**src/rtl/uart_pkg.sv**
```systemverilog
`default_nettype none
// ============================================================================
//  Module      : uart_pkg
//  Description : Shared UART definitions - data width, transmitter state
//                encoding and bit-time helper functions, common to the
//                transmitter and the matching receiver.
//  Revision    : 1.0  initial release
// ============================================================================
package uart_pkg;

    // Payload width, identical on both ends of a tx->rx link.
    localparam int UART_DATA_W = 8;

    // Transmitter states; PARITY is only reachable when parity is enabled.
    typedef enum logic [2:0] {
        IDLE   = 3'd0,
        START  = 3'd1,
        DATA   = 3'd2,
        PARITY = 3'd3,
        STOP   = 3'd4
    } uart_tx_state_t;

    // Number of system clock cycles per line bit.
    function automatic int bit_timer_lim(input int clkfreq, input int baudrate);
        return clkfreq / baudrate;
    endfunction

    // Counter width able to hold 0..lim-1, never narrower than one bit.
    function automatic int cnt_width(input int lim);
        return (lim > 1) ? $clog2(lim) : 1;
    endfunction

endpackage
`default_nettype wire

```
**src/rtl/uart_baud_gen.sv**
```systemverilog
`default_nettype none
// ============================================================================
//  Module      : uart_baud_gen
//  Description : Bit-time generator. Counts 0..LIMIT-1 and wraps, raising
//                tick during the final count so every bit lasts exactly
//                LIMIT cycles. clear holds the count at zero so a new frame
//                always starts on a fresh bit boundary.
//  Revision    : 1.0  initial release
// ============================================================================
module uart_baud_gen
    import uart_pkg::*;
#(
    parameter int LIMIT = 868
) (
    input  logic clk,
    input  logic rst,
    input  logic clear,
    output logic tick
);

    localparam int                 c_cnt_w = cnt_width(LIMIT);
    localparam logic [c_cnt_w-1:0] c_last  = c_cnt_w'(LIMIT - 1);

    logic [c_cnt_w-1:0] r_cnt;

    assign tick = (r_cnt == c_last);

    // Free-running bit timer, restarted by clear and wrapped on tick.
    always_ff @(posedge clk) begin
        if (rst || clear) begin
            r_cnt <= '0;
        end else if (tick) begin
            r_cnt <= '0;
        end else begin
            r_cnt <= r_cnt + 1'b1;
        end
    end

endmodule
`default_nettype wire

```
**src/rtl/uart_tx.sv**
```systemverilog
`default_nettype none
// ============================================================================
//  Module      : uart_tx
//  Description : UART transmitter, 8 data bits LSB first, idle-high line,
//                1 or 2 stop bits. One-cycle start strobe in, one-cycle done
//                tick out. Optional parity bit enabled by defining the
//                macro UART_TX_PARITY_EN (even or odd via c_parity_odd).
//  Revision    : 1.0  initial release
// ============================================================================
module uart_tx
    import uart_pkg::*;
#(
    parameter int c_clkfreq    = 100_000_000,
    parameter int c_baudrate   = 115_200,
    parameter int c_stopbits   = 1,
    parameter int c_parity_odd = 0
) (
    input  logic                   clk,
    input  logic                   rst,
    input  logic [UART_DATA_W-1:0] din_i,
    input  logic                   tx_start_i,
    output logic                   tx_o,
    output logic                   busy_o,
    output logic                   tx_done_tick_o
);

    localparam int               c_bittimerlim = bit_timer_lim(c_clkfreq, c_baudrate);
    localparam int               c_idx_w       = $clog2(UART_DATA_W);
    localparam logic [c_idx_w-1:0] c_data_last = c_idx_w'(UART_DATA_W - 1);
    localparam logic [c_idx_w-1:0] c_stop_last = c_idx_w'(c_stopbits - 1);

    // Reject configurations the frame logic cannot express.
    generate
        if ((c_stopbits != 1) && (c_stopbits != 2)) begin : g_bad_stopbits
            $error("uart_tx: c_stopbits must be 1 or 2");
        end
        if ((c_parity_odd != 0) && (c_parity_odd != 1)) begin : g_bad_parity
            $error("uart_tx: c_parity_odd must be 0 or 1");
        end
        if (c_bittimerlim < 1) begin : g_bad_baud
            $error("uart_tx: c_clkfreq must be at least c_baudrate");
        end
    endgenerate

    uart_tx_state_t           r_state;
    uart_tx_state_t           w_state_next;
    logic [UART_DATA_W-1:0]   r_shreg;
    logic [UART_DATA_W-1:0]   w_shreg_next;
    logic [c_idx_w-1:0]       r_idx;
    logic [c_idx_w-1:0]       w_idx_next;
    logic                     r_tx;
    logic                     w_tx_next;
    logic                     r_done;
    logic                     w_done_next;
    logic                     w_tick;
    logic                     w_timer_clr;
`ifdef UART_TX_PARITY_EN
    logic                     r_par;
    logic                     w_par_next;
`endif

    // Timer is held at zero while idle so START always lasts a full bit.
    assign w_timer_clr = (r_state == IDLE);

    uart_baud_gen #(
        .LIMIT (c_bittimerlim)
    ) u_baud_gen (
        .clk   (clk),
        .rst   (rst),
        .clear (w_timer_clr),
        .tick  (w_tick)
    );

    // The line and done tick come straight from flops, so they never glitch.
    assign tx_o           = r_tx;
    assign busy_o         = (r_state != IDLE);
    assign tx_done_tick_o = r_done;

    // State register and datapath flops; reset abandons any frame in flight.
    always_ff @(posedge clk) begin
        if (rst) begin
            r_state <= IDLE;
            r_shreg <= '0;
            r_idx   <= '0;
            r_tx    <= 1'b1;
            r_done  <= 1'b0;
`ifdef UART_TX_PARITY_EN
            r_par   <= 1'b0;
`endif
        end else begin
            r_state <= w_state_next;
            r_shreg <= w_shreg_next;
            r_idx   <= w_idx_next;
            r_tx    <= w_tx_next;
            r_done  <= w_done_next;
`ifdef UART_TX_PARITY_EN
            r_par   <= w_par_next;
`endif
        end
    end

    // Next-state logic; w_tx_next is the level the line shows after this edge.
    always_comb begin
        w_state_next = r_state;
        w_shreg_next = r_shreg;
        w_idx_next   = r_idx;
        w_tx_next    = 1'b1;
        w_done_next  = 1'b0;
`ifdef UART_TX_PARITY_EN
        w_par_next   = r_par;
`endif
        case (r_state)
            IDLE: begin
                if (tx_start_i) begin
                    w_shreg_next = din_i;
                    w_idx_next   = '0;
                    w_tx_next    = 1'b0;
                    w_state_next = START;
`ifdef UART_TX_PARITY_EN
                    // Parity is taken from the byte now, the shifter destroys it.
                    w_par_next   = (^din_i) ^ (c_parity_odd != 0);
`endif
                end
            end
            START: begin
                w_tx_next = 1'b0;
                if (w_tick) begin
                    w_tx_next    = r_shreg[0];
                    w_state_next = DATA;
                end
            end
            DATA: begin
                w_tx_next = r_shreg[0];
                if (w_tick) begin
                    if (r_idx == c_data_last) begin
                        w_idx_next   = '0;
`ifdef UART_TX_PARITY_EN
                        w_tx_next    = r_par;
                        w_state_next = PARITY;
`else
                        w_tx_next    = 1'b1;
                        w_state_next = STOP;
`endif
                    end else begin
                        w_idx_next   = r_idx + 1'b1;
                        w_shreg_next = r_shreg >> 1;
                        w_tx_next    = r_shreg[1];
                    end
                end
            end
`ifdef UART_TX_PARITY_EN
            PARITY: begin
                w_tx_next = r_par;
                if (w_tick) begin
                    w_tx_next    = 1'b1;
                    w_state_next = STOP;
                end
            end
`endif
            STOP: begin
                w_tx_next = 1'b1;
                if (w_tick) begin
                    if (r_idx == c_stop_last) begin
                        w_idx_next   = '0;
                        w_done_next  = 1'b1;
                        w_state_next = IDLE;
                    end else begin
                        w_idx_next   = r_idx + 1'b1;
                    end
                end
            end
            default: begin
                w_state_next = IDLE;
            end
        endcase
    end

endmodule
`default_nettype wire
```
**config.mk**
```make
export PLATFORM = sky130hd
export DESIGN_NAME = uart_tx
export DESIGN_NICKNAME = d
export VERILOG_FILES = /design/src/rtl/uart_pkg.sv /design/src/rtl/uart_baud_gen.sv /design/src/rtl/uart_tx.sv
export SDC_FILE = /design/constraint.sdc
export NUM_CORES = 1
export LEC_CHECK = 0
export CAP_MARGIN = 15
export CORE_AREA = 2 2 51 53
export CTS_CLUSTER_SIZE = 28
export DETAILED_ROUTE_END_ITERATION = 7
export DIE_AREA = 0 0 53 55
export DONT_BUFFER_PORTS = 1
export GPL_TIMING_DRIVEN = 0
export PLACE_DENSITY = 0.76
export SKIP_CTS_REPAIR_TIMING = 1
export SLEW_MARGIN = 10
export SYNTH_ARGS = -nofsm -noshare
export SYNTH_HDL_FRONTEND = slang
export SYNTH_SLANG_ARGS = --single-unit
```
**constraint.sdc**
```tcl
create_clock -name clk -period 4.4 [get_ports clk]
set_input_delay 1.1 -clock clk [delete_from_list [all_inputs] [get_ports clk]]
set_output_delay 1.1 -clock clk [all_outputs]
set_load 0.02 [all_outputs]
```
==> metrics.md, run 1 <==
| Metric | Value |
|---|---|
| CTS Buf Count | 3 |
| DRC Markers | 0 |
| Share of the synthesized area in the top cell type | 0.362 |
| Syn Area/Cell | ~9 um^2 |
| Max Cap Viol | 0 |
| Mux cell area share after synthesis | 0.0896 |
| Clock power share | 0.211 |
| Maximum vdd drop | approximately 0.35 mV |
| Switching Share | 0.357 |
| Area growth from synthesis to layout | 6.27% |
| Post-synthesis adder-cell area fraction | 0.0348 |
| Pin count of the biggest net entering global routing | 16 |
| Met3 Track Usage GR | 0.0242 |
| FF-to-FF setup slack | around 2400 ps |
| Vias in the first global route | between 1,000 and 1,500 |
| Chip width | 53 um |
| DR vias/cell | about 6.0 |
| Sequential area share after synthesis | 0.362 |
| Core Rows | 18 |
| Warnings from Yosys | 0 |
| Fin crit share | 0.534 |
| Synth cell types | between 40 and 50 |
| Async SR Flop Fraction | 0 |
| CTS H-tree depth | 1 |
| Period minus WS final | between 2000 and 2500 ps |
| Post-Syn Instances | roughly 160 |
| Max Freq | 0.426 GHz |
| Placed insts | 186 |
| Post-Synth Simple-Gate Area | 0.256 |
| Root Buffer | clkbuf_4 |
| Synth top area cells | dfxtp_1 36%, mux2_2 5.5%, o211ai_1 4.2% |
| Cell internal pwr | approximately 0.5 mW |
| Total power divided by cell area | around 500 nW/um^2 |
| GPL Wtd Cong | 0.813 |
| Critical Path AT | 1250 ps |
| Synth Net Count | 171 |
| Nets | ~180 |
| CTS max path bufs | 2 |
| Final Hold Viols | 0 |
| CTS tree | built |
| Global Route Usage Sum | 0.210 |
| Clk_lat worst skew | 310 ps |
| Antenna fix cells | 0 |
| Critical Path Fanout Max | 10 |
| Net Sw Power | approximately 0.27 mW |
| Initial Utilization | 0.608 |
| Final ANT Viol Nets | 0 |
| Outcome | finished clean |
| Height of the die | 55 um |
| Setup WS pre-CTS | between 2000 and 2500 ps |
| Met2 usage | 0.352 |
| Final setup vio count | 0 |
| Port buffer count | 0 |
| Cell taking the most area after synthesis | dfxtp_1 |
| Leak Pwr | between 0.5 and 0.6 nW |
| Relative slew slack | 0.657 |
| Max-slew violations | 0 |
| Die Area | ~2900 um^2 |
| Fillers | roughly 220 |
| WL final | ~2800 um |
| I/O pin total | 14 |
| Commonest non-fill, non-tap cell in the layout | dfxtp_1 |
| First-pass GRT wire length | approximately 4600 um |
| Synth Cell Area | roughly 1400 um^2 |
| Antenna violations before repair | 0 |
| Setup TNS | 0 ps |
| Critical Path RT | between 3000 and 4000 ps |
| Logic pwr share | 0.403 |
| Worst-path clk slew | between 100 and 150 ps |
| Initial DRC Count | 29 |
| EDFF count, synth | 0 |
| Pre-antenna DRT Iters | 4 |
| Worst-margin pin slew | between 500 and 600 ps |
| Primary FF master, synth | dfxtp_1 |
| Setup crit end kind | output pin |
| Layout cell share with drive strength beyond 1 | 0.144 |
| CTS Sinks | 26 |
| Via count | 1,148 |
| RSZ-0062 raised after global routing | no |
| Leading cell types in the layout, fill and taps excluded | 26 x dfxtp_1, 11 x nand2_1, 10 x a21oi_1, 10 x nor2_1 |
| Seq pwr share | 0.386 |
| Fin worst setup slack | ~2000 ps |
| Largest family of logic cells by synthesized area | simple AND/OR/NAND/NOR gates |
| Detailed placement HPWL | between 2000 and 2500 um |
| Xor-xnor portion of the synthesized cell area | 0.0548 |
| Routed len/inst | about 15 um |
| Synth Area in Compound Gates | 0.157 |
| CP Class | reg2out |
| Grt ovf | 0 |
| GR Util met1 | 0.291 |
| Cell Count, Final, Fillers Out | 190 |
| Path category of the worst min-delay check | reg2reg |
| FF+latch count, synth | 26 |
| Gr busiest metal | met2 |
| Skew final | between 5 and 6 ps |
| Placeable Area | 2360 um^2 |
| CP startpoint kind | register |
==> path summary, 6_finish.rpt <==
path / start / endpoint / cells after the start
worst max-delay path: r_state[2] / busy_o / 3
worst min-delay path: r_shreg[0] / tx_o / 1
worst max register to register: r_idx[0] / r_state[1] / 6
worst min register to register: r_shreg[0] / tx_o / 1
==> per-layer routing <==
metal / up-vias / wire [um]
met3: 2 / 99
met2: 18 / 1310
met1: 544 / 1350
li1: 584 / -
met4: 0 / 15
met5: - / 0
==> stage by stage <==
step / power [mW] / utilization / instance area (um^2) / hold WS, ps
after floorplan: 0.552 / - / 1440 / 426
after global placement: 0.592 / 0.624 / 1480 / 442
after detailed placement: 0.604 / 0.624 / 1480 / 442
after CTS: 0.766 / 0.646 / 1530 / 479
after global routing: 0.814 / 0.646 / 1530 / 514
final: 0.763 / 0.646 / 1530 / 474
==> cell families after synthesis <==
kind of cell    count (synthesis)
simple gates                   57
compound gates                 35
flops                          26
buf+inv                        13
mux                            12
xor+xnor                        9
fa+ha+maj                       4
==> area by class of cell <==
type / count / area [um^2] / area share
flip-flops and latches: 26 / 520 / 0.341
clock inverters: 1 / 30.0 / 0.0197
inverters: 5 / 18.8 / 0.0123
plain buffers: 8 / 47.5 / 0.0311
clock buffers: 3 / 22.5 / 0.0147
multi-input cells: 117 / 851 / 0.557
well taps: 30 / 37.5 / 0.0246
==> sequential cells by signal, summed over array words and instances, names as in the netlist <==
register / flops
tx_o: 1
r_shreg: 8
u_baud_gen.r_cnt: 10
r_idx: 3
r_state: 3
tx_done_tick_o: 1
==> cells in the mapped netlist, types with 2 or more instances <==
library cell,count
a21oi_1,10
and2_1,2
and3_1,3
buf_2,2
buf_6,2
clkbuf_1,4
dfxtp_1,26
ha_1,4
inv_1,5
mux2_2,7
mux2i_1,5
nand2_1,11
nand3_1,7
nand4_1,4
nor2_1,10
nor3_1,4
o211ai_1,8
o21ai_0,8
o22ai_1,3
xnor2_1,3
xor2_1,6
==> power groups by stage <==
| stage | clock, mW | sequential (mW) | combinational (mW) |
|---|---|---|---|
| floorplan | 0 | 0.295 | 0.257 |
| global placement | 0 | 0.299 | 0.293 |
| detailed placement | 0 | 0.301 | 0.304 |
| CTS | 0.166 | 0.295 | 0.305 |
| global route | 0.175 | 0.300 | 0.339 |
| finish | 0.161 | 0.295 | 0.307 |
==> worst max-delay path, stage by stage, from the launching register on <==
cell	delay [ps]
dfxtp_1	340
buf_6	140
nor3_4	270
inv_1	180
Power figures use the tool's default switching activity.
==> run 2: changes to the inputs <==
--- a/config.mk
+++ b/config.mk
@@ -6,13 +6,13 @@
 export NUM_CORES = 1
 export LEC_CHECK = 0
 export CAP_MARGIN = 15
-export CORE_AREA = 2 2 51 53
+export CORE_AREA = 2 2 55 57
 export CTS_CLUSTER_SIZE = 28
 export DETAILED_ROUTE_END_ITERATION = 7
-export DIE_AREA = 0 0 53 55
+export DIE_AREA = 0 0 57 59
 export DONT_BUFFER_PORTS = 1
 export GPL_TIMING_DRIVEN = 0
-export PLACE_DENSITY = 0.76
+export PLACE_DENSITY = 0.69
 export SKIP_CTS_REPAIR_TIMING = 1
 export SLEW_MARGIN = 10
 export SYNTH_ARGS = -nofsm -noshare
==> constraint.sdc (replaced) <==
create_clock -name clk -period 2.05 [get_ports clk]
set_input_delay 0.5125 -clock clk [delete_from_list [all_inputs] [get_ports clk]]
set_output_delay 0.5125 -clock clk [all_outputs]
set_load 0.02 [all_outputs]
==> metrics.md, run 2 (synthesis results as in run 1) <==
| Metric | Value |
|---|---|
| Outcome | finished clean |
| Critical-path top delay cell | or4b_4 |
| Core Util, Final | 0.558 (-0.0883) |
| CTS Sinks | 26 (unchanged) |
| Detailed placement HPWL | 2090 um (+0.77%) |
| RSZ-0062 raised after global routing | no |
| Final Hold Viols | 0 (unchanged) |
| Commonest non-fill, non-tap cell in the layout | dfxtp_1 |
| Initial Utilization | 0.530 (-0.0775) |
| Maximum vdd drop | 0.999 mV (+180%) |
| CTS Buf Count | 3 (unchanged) |
| GPL Wtd Cong | 0.845 (+3.9%) |
| Setup crit end kind | register |
| Top reg by flops | u_baud_gen.r_cnt |
| CP Class | reg2reg |
| Total power divided by cell area | 1030 nW/um^2 (+110%) |
| Final ANT Viol Nets | 0 (unchanged) |
| Routed len/inst | 15.2 um (+4.0%) |
| Root Buffer | clkbuf_4 |
| FF-to-FF setup slack | 110 ps (-2310 ps) |
| Max Freq | ~0.52 GHz |
| Area growth from synthesis to layout | 5.13% |
| WL final | 2880 um (+4.0%) |
| Placeable Area | 2710 um^2 (+15%) |
| Fin crit share | 0.946 |
| Max Cap Viol | 0 (unchanged) |
| Initial DRC Count | 34 (+17%) |
| First-pass GRT wire length | 4960 um (+8.9%) |
| Sequential cell area | 520 um^2 (unchanged) |
| Critical Path AT | 2200 ps (+950 ps) |
| Die Area | 3360 um^2 (+15%) |
| Pin count of the biggest net entering global routing | 14 (-2) |
| CTS max path bufs | 2 (unchanged) |
| Multi-input logic area | 862 um^2 (+1.3%) |
| CP startpoint kind | register |
| Core Rows | 19 (+1) |
| Skew final | 4.13 ps (-1.76 ps) |
| Grt ovf | 0 (unchanged) |
| I/O pin total | 14 (unchanged) |
| Antenna violations before repair | 0 (unchanged) |
| Cell mode on critical path | ha_1 |
| Port buffer count | 0 (unchanged) |
| DRC Markers | 0 (unchanged) |
| Vias in the first global route | 1,097 (+6.6%) |
| Crit-path cells | ha_1 > ha_1 > or4b_4 > nor4_4 > o21ai_0 > a21oi_1 |
| Worst-margin pin slew | 666 ps (+165 ps) |
| DR vias/cell | 5.99 (-0.78%) |
| Hold_ws | 339 ps (-135 ps) |
| Placed cell area | 1480 um^2 (about the same) |
| Antenna fix cells | 0 (unchanged) |
| Pre-antenna DRT Iters | 4 (unchanged) |
| Height of the die | 59 um (+7.3%) |
| Slowest cell delay on critical path | 500 ps (+160 ps) |
| Via count | 1,139 (-0.78%) |
| Cell Count, Final, Fillers Out | 190 (unchanged) |
| Clk_lat worst skew | 320 ps (about the same) |
| CTS tree | built |
| Leak Pwr | 0.568 nW (-1.5%) |
| Buf/Inv on CP | 0 (-2) |
| Setup TNS | 0 ps (unchanged) |
| Worst-path clk slew | 140 ps (about the same) |
| Layout cell share with drive strength beyond 1 | 0.145 (+0.000904) |
| Largest regs | u_baud_gen.r_cnt x10, r_shreg x8 |
| Fillers | 259 (+20%) |
| Final setup vio count | 0 (unchanged) |
| Max-slew violations | 0 (unchanged) |
| Max reg flops | 10 (unchanged) |
| Global Route Usage Sum | 0.186 (-0.0247) |
| Period minus WS final | 1940 ps |
| Relative slew slack | 0.552 (-0.105) |
| Leading cell types in the layout, fill and taps excluded | 26 x dfxtp_1, 11 x nand2_1, 10 x a21oi_1, 10 x nor2_1 |
| Path category of the worst min-delay check | in2reg |
| Placed insts | 187 (+0.54%) |
| Finished Cell Area | 1510 um^2 (-1.1%) |
| CTS H-tree depth | 1 (unchanged) |
| Critical Path RT | 2310 ps (-990 ps) |
| Top delay family on crit path | simple AND/OR/NAND/NOR gates |
| Critical Path Fanout Max | 7 (-3) |
| Chip width | 57 um (+7.5%) |
| Nets | 176 (unchanged) |
## run 2: metrics by stage
step	setup WS, ps	total power, mW
4_1_cts	109	1.52
3_5_place_dp	138	1.30
2_1_floorplan	359	1.19
3_3_place_gp	171	1.28
6_report	110	1.55
5_1_grt	3.48	1.65
## run 2: report_power, final
| part | total (mW) | internal, mW | switching, mW | leakage, nW |
|---|---|---|---|---|
| Combinational | 0.698 | 0.298 | 0.400 | 0.343 |
| Sequential | 0.634 | 0.578 | 0.0559 | 0.212 |
| Clock | 0.220 | 0.0690 | 0.151 | 0.0138 |
## run 2: layer usage
metal / track usage / routed length, um / vias up
li1: - / - / 579
met1: 0.251 / 1380 / 532
met2: 0.305 / 1380 / 24
met3: 0.0284 / 96 / 4
met4: 0.0631 / 27 / 0
met5: 0 / 0 / -
## run 2: final timing paths
check                 startpoint             endpoint  depth (start not counted)
min reg2reg  u_baud_gen.r_cnt[0]  u_baud_gen.r_cnt[0]                          1
min                     din_i[7]           r_shreg[7]                          2
max reg2reg             r_idx[0]           r_shreg[4]                          6
max                     r_idx[0]           r_shreg[4]                          6
## run 2: final cells by class
class	count	share of cell area
inverter	5	0.0124
buffer	8	0.0323
multi-input combinational	117	0.570
sequential	26	0.344
clock buffer	3	0.0149
tap	31	0.0257
## run 2: worst reg2reg max path, delay by kind of cell, from the launching register on
| family | cells | cell delay (ps) |
|---|---|---|
| compound gates | 2 | 340 |
| fa+ha+maj | 2 | 390 |
| flops | 1 | 350 |
| simple gates | 2 | 800 |
